### config.mk
export PLATFORM = sky130hd
export DESIGN_NAME = countdown_sequencer
export DESIGN_NICKNAME = d
export VERILOG_FILES = /design/src/rtl/timer_pkg.sv /design/src/rtl/bcd2_step.sv /design/src/rtl/countdown_sequencer.sv
export SDC_FILE = /design/constraint.sdc
export NUM_CORES = 1
export LEC_CHECK = 0
export ABC_AREA = 1
export CELL_PAD_IN_SITES_DETAIL_PLACEMENT = 1
export CELL_PAD_IN_SITES_GLOBAL_PLACEMENT = 2
export CORE_MARGIN = 3
export CORE_UTILIZATION = 35
export DETAILED_ROUTE_END_ITERATION = 6
export MAX_ROUTING_LAYER = met4
export PLACE_DENSITY_LB_ADDON = 0.1
export RECOVER_POWER = 50
export SLEW_MARGIN = 5
export SYNTH_ARGS = -nofsm -noshare
export SYNTH_HDL_FRONTEND = slang
export SYNTH_HIERARCHICAL = 1
export SYNTH_SLANG_ARGS = --single-unit
### constraint.sdc
create_clock -name clk -period 6.4 [get_ports clk]
set_clock_uncertainty 0.2 [all_clocks]
set_input_delay 1.28 -clock clk [delete_from_list [all_inputs] [get_ports clk]]
set_output_delay 1.28 -clock clk [all_outputs]
set_load 0.02 [all_outputs]
### src/rtl/timer_pkg.sv
// Shared types and constants for the two-digit BCD countdown timer.
package timer_pkg;

    typedef enum logic [2:0] {
        IDLE  = 3'd0,
        RUN   = 3'd1,
        PAUSE = 3'd2,
        DONE  = 3'd3
    } state_t;

    typedef struct packed {
        logic [3:0] tens;
        logic [3:0] ones;
    } bcd2_t;

    localparam bcd2_t      BCD_ZERO = '{tens: 4'd0, ones: 4'd0};
    localparam logic [3:0] BCD_NINE = 4'd9;

endpackage

### src/rtl/bcd2_step.sv
// Two-digit BCD add/subtract of a single-digit step, saturating at 00 and max_tens:9.
// Purely combinational.
module bcd2_step
    import timer_pkg::*;
(
    input  bcd2_t      value,
    input  logic [3:0] step,
    input  logic       dir,
    input  logic [3:0] max_tens,
    output bcd2_t      result,
    output logic       is_zero
);

    logic [4:0] sum;
    logic [4:0] borrowed;

    always_comb begin
        sum      = {1'b0, value.ones} + {1'b0, step};
        borrowed = {1'b0, value.ones} + 5'd10 - {1'b0, step};
        result   = value;
        if (!dir) begin
            if (sum > 5'd9) begin
                if (value.tens >= max_tens) begin
                    result.tens = max_tens;
                    result.ones = BCD_NINE;
                end else begin
                    result.tens = value.tens + 4'd1;
                    result.ones = 4'(sum - 5'd10);
                end
            end else begin
                result.ones = sum[3:0];
            end
        end else begin
            if (value.ones >= step) begin
                result.ones = value.ones - step;
            end else if (value.tens == 4'd0) begin
                result = BCD_ZERO;
            end else begin
                result.tens = value.tens - 4'd1;
                result.ones = borrowed[3:0];
            end
        end
        is_zero = (result == BCD_ZERO);
    end

endmodule

### src/rtl/countdown_sequencer.sv
// Setpoint entry and countdown FSM for a two-digit BCD timer; button effects visible 1 cycle after the edge.
// No backpressure. Define AUTOREPEAT_EN to repeat a held add/sub once per tick after a 2-tick hold.
module countdown_sequencer
    import timer_pkg::*;
#(
    parameter int STEP       = 1,
    parameter int MAX_TENS   = 9,
    parameter int DONE_TICKS = 3
) (
    input  logic       clk,
    input  logic       reset,
    input  logic       add,
    input  logic       sub,
    input  logic       start,
    input  logic       stop,
    input  logic       tick,
    output logic [7:0] digits,
    output logic       running,
    output logic       done,
    output logic [2:0] state
);

    localparam int CW = (DONE_TICKS > 1) ? $clog2(DONE_TICKS) : 1;
    localparam logic [CW-1:0] CNT_LAST = CW'(DONE_TICKS - 1);

    state_t        cur, nxt;
    bcd2_t         val, val_nxt, step_out;
    logic [CW-1:0] cnt, cnt_nxt;
    logic          add_q, sub_q, start_q, stop_q;
    logic          add_e, sub_e, start_e, stop_e;
    logic          rep, inc, dec, step_dir, step_zero, nonzero;
    logic [3:0]    step_amt;

    assign add_e   = add & ~add_q;
    assign sub_e   = sub & ~sub_q;
    assign start_e = start & ~start_q;
    assign stop_e  = stop & ~stop_q;
    assign nonzero = (val != BCD_ZERO);

`ifdef AUTOREPEAT_EN
    logic [1:0] hold_cnt;
    logic       hold_ok;

    assign hold_ok = (add ^ sub) & ~add_e & ~sub_e & ((cur == IDLE) || (cur == PAUSE));
    assign rep     = hold_ok & tick & (hold_cnt == 2'd2);

    always_ff @(posedge clk or posedge reset) begin
        if (reset) begin
            hold_cnt <= 2'd0;
        end else if (!hold_ok) begin
            hold_cnt <= 2'd0;
        end else if (tick && hold_cnt != 2'd2) begin
            hold_cnt <= hold_cnt + 2'd1;
        end
    end
`else
    assign rep = 1'b0;
`endif

    assign inc = (add_e & ~sub_e) | (rep & add);
    assign dec = (sub_e & ~add_e) | (rep & sub);

    // One stepper serves both setpoint edits and the countdown decrement.
    assign step_amt = (cur == RUN) ? 4'd1 : 4'(STEP);
    assign step_dir = (cur == RUN) | dec;

    bcd2_step u_step (
        .value    (val),
        .step     (step_amt),
        .dir      (step_dir),
        .max_tens (4'(MAX_TENS)),
        .result   (step_out),
        .is_zero  (step_zero)
    );

    always_ff @(posedge clk or posedge reset) begin
        if (reset) begin
            cur     <= IDLE;
            val     <= BCD_ZERO;
            cnt     <= '0;
            add_q   <= 1'b0;
            sub_q   <= 1'b0;
            start_q <= 1'b0;
            stop_q  <= 1'b0;
        end else begin
            cur     <= nxt;
            val     <= val_nxt;
            cnt     <= cnt_nxt;
            add_q   <= add;
            sub_q   <= sub;
            start_q <= start;
            stop_q  <= stop;
        end
    end

    always_comb begin
        nxt     = cur;
        val_nxt = val;
        cnt_nxt = cnt;
        case (cur)
            IDLE, PAUSE: begin
                if (stop_e) begin
                    val_nxt = BCD_ZERO;
                    nxt     = IDLE;
                end else if (start_e && nonzero) begin
                    nxt = RUN;
                end else if (inc || dec) begin
                    val_nxt = step_out;
                end
            end
            RUN: begin
                // Stop outranks a coincident tick so a pause never loses a count.
                if (stop_e) begin
                    nxt = PAUSE;
                end else if (tick) begin
                    val_nxt = step_out;
                    if (step_zero) begin
                        nxt     = DONE;
                        cnt_nxt = '0;
                    end
                end
            end
            DONE: begin
                val_nxt = BCD_ZERO;
                if (add_e || sub_e || start_e || stop_e) begin
                    nxt = IDLE;
                end else if (tick) begin
                    if (cnt == CNT_LAST) nxt = IDLE;
                    else                 cnt_nxt = cnt + 1'b1;
                end
            end
            default: begin
                nxt     = IDLE;
                val_nxt = BCD_ZERO;
            end
        endcase
    end

    assign digits  = val;
    assign running = (cur == RUN);
    assign done    = (cur == DONE);
    assign state   = cur;

endmodule

==> impl_metrics.yaml <==
status:
  outcome: "finished clean"
logic_synthesis:
  synth_warnings: 6
  synth-seq-area-share_pct: 19.85
  ys.flop_type: "dfrtp_1"
  synth-compound-area-share_pct: 7.506
  synth_edf_count: 0
  synth_top_area_share_pct: 19.85
  syn_area_mm2: 0.002017
  synthAdderAreaFrac_pct: 17.00
  yosys.area_share.simple_pct: 41.44
  synth-xor-area-share_pct: 2.171
  yosysUniqueCellTypes: 39
  synth_top_family_by_area: "simple AND/OR/NAND/NOR gates"
  yosysTopAreaCell: "dfrtp_1"
  postSynthAreaPerCell_um2: 6.931
  synth_area_leaders: "dfrtp_1 20%, nand2_1 14%, ha_1 13%, nand3_1 8.9%, inv_1 8.2%"
  synth_mux_area_share_pct: 0
  synthCells: 291
  synthArstFlopShare_pct: 100.0
  ys_ff_latch: 16
placed_design:
  dp_hpwl_um: 4054
  place_ws_ns: 2.544
  io_buffers: 18
  routabilityCongestion: 0.7628
cts:
  clk_latency_ns: 0.25
  clockBufferDepth: 2
  cts_setup_buffers: 0
  cts_root_buf: "clkbuf_8"
  numClockSinks: 16
  hold_buffers: 0
  cts.repair.resized: 0
  cts.reportedPaths.clkPinSlew_ns: 0.06
  cts_tree: "yes"
  cts_buffers: 3
  htreeDepth: 1
final_layout:
  fillers: 767
  num_antenna_cells: 0
  final_util_pct: 42.71
  layout-area-overhead-vs-synth_pct: 17.31
  final_nets: 359
  drive_above_1_share_pct: 13.85
timing:
  report.final.slew_viol_count: 0
  holdWs_ns: 0.3299
  worstMarginPinSlew_ns: 0.6465
  rsz0062_at_grt: "no"
  period_share_pct: 56.92
  fmax_ghz: 0.2745
  setup_slack_ns: 2.757
  period_minus_slack_ns: 3.643
  setup_viol: 0
  setup_tns_ns: 0
  relSlewSlack_pct: 56.85
  hold_violations: 0
detailed_routing:
  drtPass1Iterations: 4
  via_count: 1819
  ant_nets: 0
  wire_per_inst_um: 12.17
  routed_wl_um: 4832
  vias_per_cell: 4.582
  dr.first_iter.drc_count: 47
  route.detailed.drc: 0
pwr:
  clockPowerShare_pct: 6.8
  internal_power_uw: 502.7
  p_sw_share_pct: 55.31
  p_seq_share_pct: 16.1
  p_per_area_mw_per_mm2: 475.5
  total_leakage_power_nw: 1.271
  p_comb_share_pct: 77.1
  peakVddDrop_v: 0.0002207
  p_switching_uw: 622.3
setup_path:
  end_kind: "flip-flop"
  required_ns: 6.34
  slowest_stage: "dlygate4sd3_1"
  start_kind: "input pin"
  cp_max_fo: 4
  critPathMaxStageDelay_ns: 0.55
  ff2ff_setup_slack_ns: 3.25
  cp.arrival_ns: 3.58
  setup.worst_path.class: "in2reg"
  critPathMostFrequentCell: "nand2_1"
  worstPathCellList: "dlygate4sd3_1, nand2_1, ha_1, or2_1, o21ai_1, inv_1, o211ai_1, nand2_2, nor2_1, nand2_1, nor2_1, nand2_1, o21ai_2, nand3_4, nand2_1, o21ai_1"
floorplan:
  num_rows: 27
  die_y_um: 81.91
  core_area_mm2: 0.005540
  die-area_mm2: 0.006709
  boundaryPins: 20
  start_util_pct: 36.40
  die_w_um: 81.91
global_route:
  grt_pass1_vias: 1860
  grt_util_all_layers_pct: 16.36
  antenna_found_initial: 0
  grt_pass1_wl_um: 8342
  grt_overflow_total: 0
  grt_start_max_net_pins: 17
hold_path:
  hold_class: "reg2reg"
job:
  drv_cap: 0
[cells by family after synthesis]
| logic type | Yosys count |
|---|---|
| buffers and inverters | 55 |
| AO/OA/AOI/OAI | 19 |
| XOR/XNOR | 5 |
| flip-flops | 16 |
| other | 2 |
| AND/OR/NAND/NOR | 169 |
| adder cells (fa/ha/maj) | 25 |
[final cells by class]
cell class / instances / area, µm² / area share, %
sequential: 16 / 400.4 / 16.92
tap: 72 / 90.09 / 3.808
inverter: 53 / 216.5 / 9.149
multi-input combinational: 235 / 1438 / 60.76
timing repair buffer: 18 / 180.2 / 7.615
clock buffer: 3 / 41.29 / 1.745
[per-layer routing]
metal / global-route usage, % / up-vias / share of wire (%)
li1: - / 962 / -
met1: 21.07 / 838 / 50
met2: 27.71 / 14 / 48
met3: 0.9868 / 5 / 0.83
met4: 4.485 / 0 / 1.1
met5: - / - / 0
[Yosys cell counts (2+ instances only)]
| master | count |
|---|---|
| nand2_1 | 76 |
| inv_1 | 44 |
| nand3_1 | 36 |
| nor2_1 | 22 |
| ha_1 | 21 |
| dfrtp_1 | 16 |
| nand2_2 | 9 |
| inv_2 | 6 |
| nand4_1 | 6 |
| nand2_4 | 5 |
| o21ai_1 | 5 |
| fa_1 | 4 |
| xor2_1 | 4 |
| nand3_2 | 3 |
| o21ai_2 | 3 |
| a21oi_1 | 2 |
| a21oi_4 | 2 |
| conb_1 | 2 |
| nand3_4 | 2 |
| nor2_2 | 2 |
| or2_2 | 2 |
| or2_4 | 2 |
[worst max-delay path: cells and delay by family]
| kind | cells | cell delay, ns |
|---|---|---|
| adder cells (fa/ha/maj) | 1 | 0.20 |
| AND/OR/NAND/NOR | 9 | 1.05 |
| buffers and inverters | 2 | 0.67 |
| AO/OA/AOI/OAI | 4 | 0.39 |
[metrics by stage]
stage / instances / power, mW / instance area [µm²]
CTS: 397 / 1.145 / 2366
global placement: 394 / 1.058 / 2325
global route: 397 / 1.262 / 2366
floorplan: 306 / 0.8385 / 2073
finish: 397 / 1.125 / 2366
detailed placement: 394 / 1.062 / 2325
[sequential cells by signal, indices dropped and copies added, names as in the netlist]
| name | cells |
|---|---|
| add_q | 1 |
| cnt | 2 |
| state | 2 |
| start_q | 1 |
| stop_q | 1 |
| digits | 8 |
| sub_q | 1 |
[cell usage in the layout, fill, tap and decap left out, types with 2 or more instances in the layout]
cell type        netlist  routed
a21oi_1                2       2
a21oi_4                2       2
clkbuf_8               0       3
clkdlybuf4s50_1        0      11
conb_1                 2      17
dfrtp_1               16      16
dlygate4sd3_1          0       7
fa_1                   4       4
ha_1                  21      21
inv_1                 44      44
inv_2                  6       6
nand2_1               76      76
nand2_2                9       9
nand2_4                5       5
nand3_1               36      36
nand3_2                3       3
nand3_4                2       2
nand4_1                6       6
nor2_1                22      22
nor2_2                 2       2
o21ai_1                5       5
o21ai_2                3       3
or2_2                  2       2
or2_4                  2       2
xor2_1                 4       4
[power groups by stage]
stage	Sequential [mW]	Combinational (mW)	Clock, mW
final	0.181	0.868	0.0760
after global routing	0.190	0.990	0.0827
after CTS	0.184	0.882	0.0792
after detailed placement	0.185	0.877	0
after global placement	0.185	0.873	0
after floorplan	0.199	0.639	0
[worst paths after layout]
kind,start,to,cells past startpoint
setup / recovery,add,cnt[1],16
hold / removal,cnt[0],cnt[0],2
setup reg to reg,digits[1],cnt[1],19
hold reg to reg,cnt[0],cnt[0],2
max in group asynchronous,reset,digits[0],2
min in group asynchronous,reset,state[0],2
Note: power is estimated with default switching activity, not from simulation.
==> edit (same flow settings) <==
Add an input register stage for `start` and `stop`, without a reset; this delays them by one clock. The other inputs are not delayed to match.
--- a/src/rtl/countdown_sequencer.sv
+++ b/src/rtl/countdown_sequencer.sv
@@ -23,6 +23,14 @@
     localparam int CW = (DONE_TICKS > 1) ? $clog2(DONE_TICKS) : 1;
     localparam logic [CW-1:0] CNT_LAST = CW'(DONE_TICKS - 1);
 
+    logic start_r;
+    logic stop_r;
+
+    always_ff @(posedge clk) begin
+        start_r <= start;
+        stop_r  <= stop;
+    end
+
     state_t        cur, nxt;
     bcd2_t         val, val_nxt, step_out;
     logic [CW-1:0] cnt, cnt_nxt;
@@ -33,8 +41,8 @@
 
     assign add_e   = add & ~add_q;
     assign sub_e   = sub & ~sub_q;
-    assign start_e = start & ~start_q;
-    assign stop_e  = stop & ~stop_q;
+    assign start_e = start_r & ~start_q;
+    assign stop_e  = stop_r & ~stop_q;
     assign nonzero = (val != BCD_ZERO);
 
 `ifdef AUTOREPEAT_EN
@@ -88,8 +96,8 @@
             cnt     <= cnt_nxt;
             add_q   <= add;
             sub_q   <= sub;
-            start_q <= start;
-            stop_q  <= stop;
+            start_q <= start_r;
+            stop_q  <= stop_r;
         end
     end
 
Function: changed (a bounded check fails within 4 cycles, from zero or initial values and one cycle with reset high).
==> edit against the unedited design <==
Final area rose by 2.6%. Synthesized area rose by 2.4%. Routed wire length rose by 5.3%. Sequential power rose by 9%. Combinational power rose by 2.8%. Worst setup slack got worse by 130 ps. Total power rose by 5.3%. Sequential cell count rose by 2.
==> edit: results (changes against the unedited design) <==
** Route
- Routed wire length per instance :: 12.68 µm (+4.2%)
- The total routed wirelength came to 5.086 mm (+5.3%).
- The detailed-route via count is 1884 (+3.6%).
- DR iter-0 viols :: 61 (+30%)
- Amount of wire on met2 after detailed routing :: 2.548 mm (+11%)

** Synthesis
- The commonest cells after synthesis are 72 x sky130_fd_sc_hd__nand2_1, 44 x sky130_fd_sc_hd__inv_1, 35 x sky130_fd_sc_hd__nand3_1.
- Adder-cell share of the synthesized area :: 16.60% (-0.40 points)
- Post-synthesis cell type count :: 37 (-5.1%)
- The part of the Yosys area used for sequential elements was 21.32% (+1.5 points).
- The fraction of the mapped netlist area in compound gates was 7.813% (+0.31 points).
- The share of the synthesized netlist area taken by xor and xnor gates came to 2.120% (-0.051 points).

** Global route
- Number of global-route vias before repair :: 2031 (+9.2%)
- Wire length of the first global-routing pass :: 9.197 mm (+10%)
- Global-route track usage on met2 :: 28.35% (+0.65 points)
- The global routing met1 resource utilization came to 20.45% (-0.62 points).

** Run status
- The run finished with clean final reports.

** Critical path
- Setup slack on the worst flop-to-flop path :: 3060 ps (-190 ps)
- Worst EP arrival :: 3730 ps (+150 ps)
- The worst register-to-register path ends at state[1].

** Pwr
- Power Dens Cells :: 487.6 nW/µm² (+2.5%)
- The maximum VDD drop came to 0.2305 mV (+4.4%).
- The logic gate share of total power is 75.3% (-1.8 points).
- Clock share of power :: 8.0% (+1.2 points)
- Cell-internal power :: 0.5416 mW (+7.7%)

** Placement
- Dpl hpwl :: 4.185 mm (+3.2%)
- Number of cells in the design after placement :: 397 (+0.76%)

** Layout
- The layout cell share with drive strength beyond 1 came to 15.20% (+1.4 points).
- Final layout net count :: 362 (+0.84%)

** Worst hold path
- For hold timing, the worst endpoint is start_q.
==> edit: cell count changes in the layout (fill, tap and decap cells not counted), moves of 2 or more <==
cell	delta
sky130_fd_sc_hd__nand2_1	-4
sky130_fd_sc_hd__nand2_2	+4
sky130_fd_sc_hd__dfxtp_1	+2
sky130_fd_sc_hd__o21ai_0	+2
==> edit: cell families after synthesis <==
kind of cell	Yosys count
flops	18
fa+ha+maj	25
simple gates	169
other cells	2
xor+xnor	5
compound gates	21
buf+inv	54
==> edit: cell type report <==
type                    instances  area, µm²
multi-input cells             237       1450
fillers                       753       3179
flip-flops and latches         18      440.4
well taps                      72      90.09
clock buffers                   4      55.05
repair buffers                 18      180.2
inverters                      52      212.7
==> edit: worst max path at each step <==
stage,startpoint,end,slack (ps),depth (start not counted)
2_1_floorplan,add,state[1],3210,15
3_5_place_dp,add,state[1],2440,16
5_1_grt,add,state[1],2370,16
3_3_place_gp,add,state[1],2580,16
4_1_cts,add,state[1],2680,16
6_report,add,state[1],2620,16
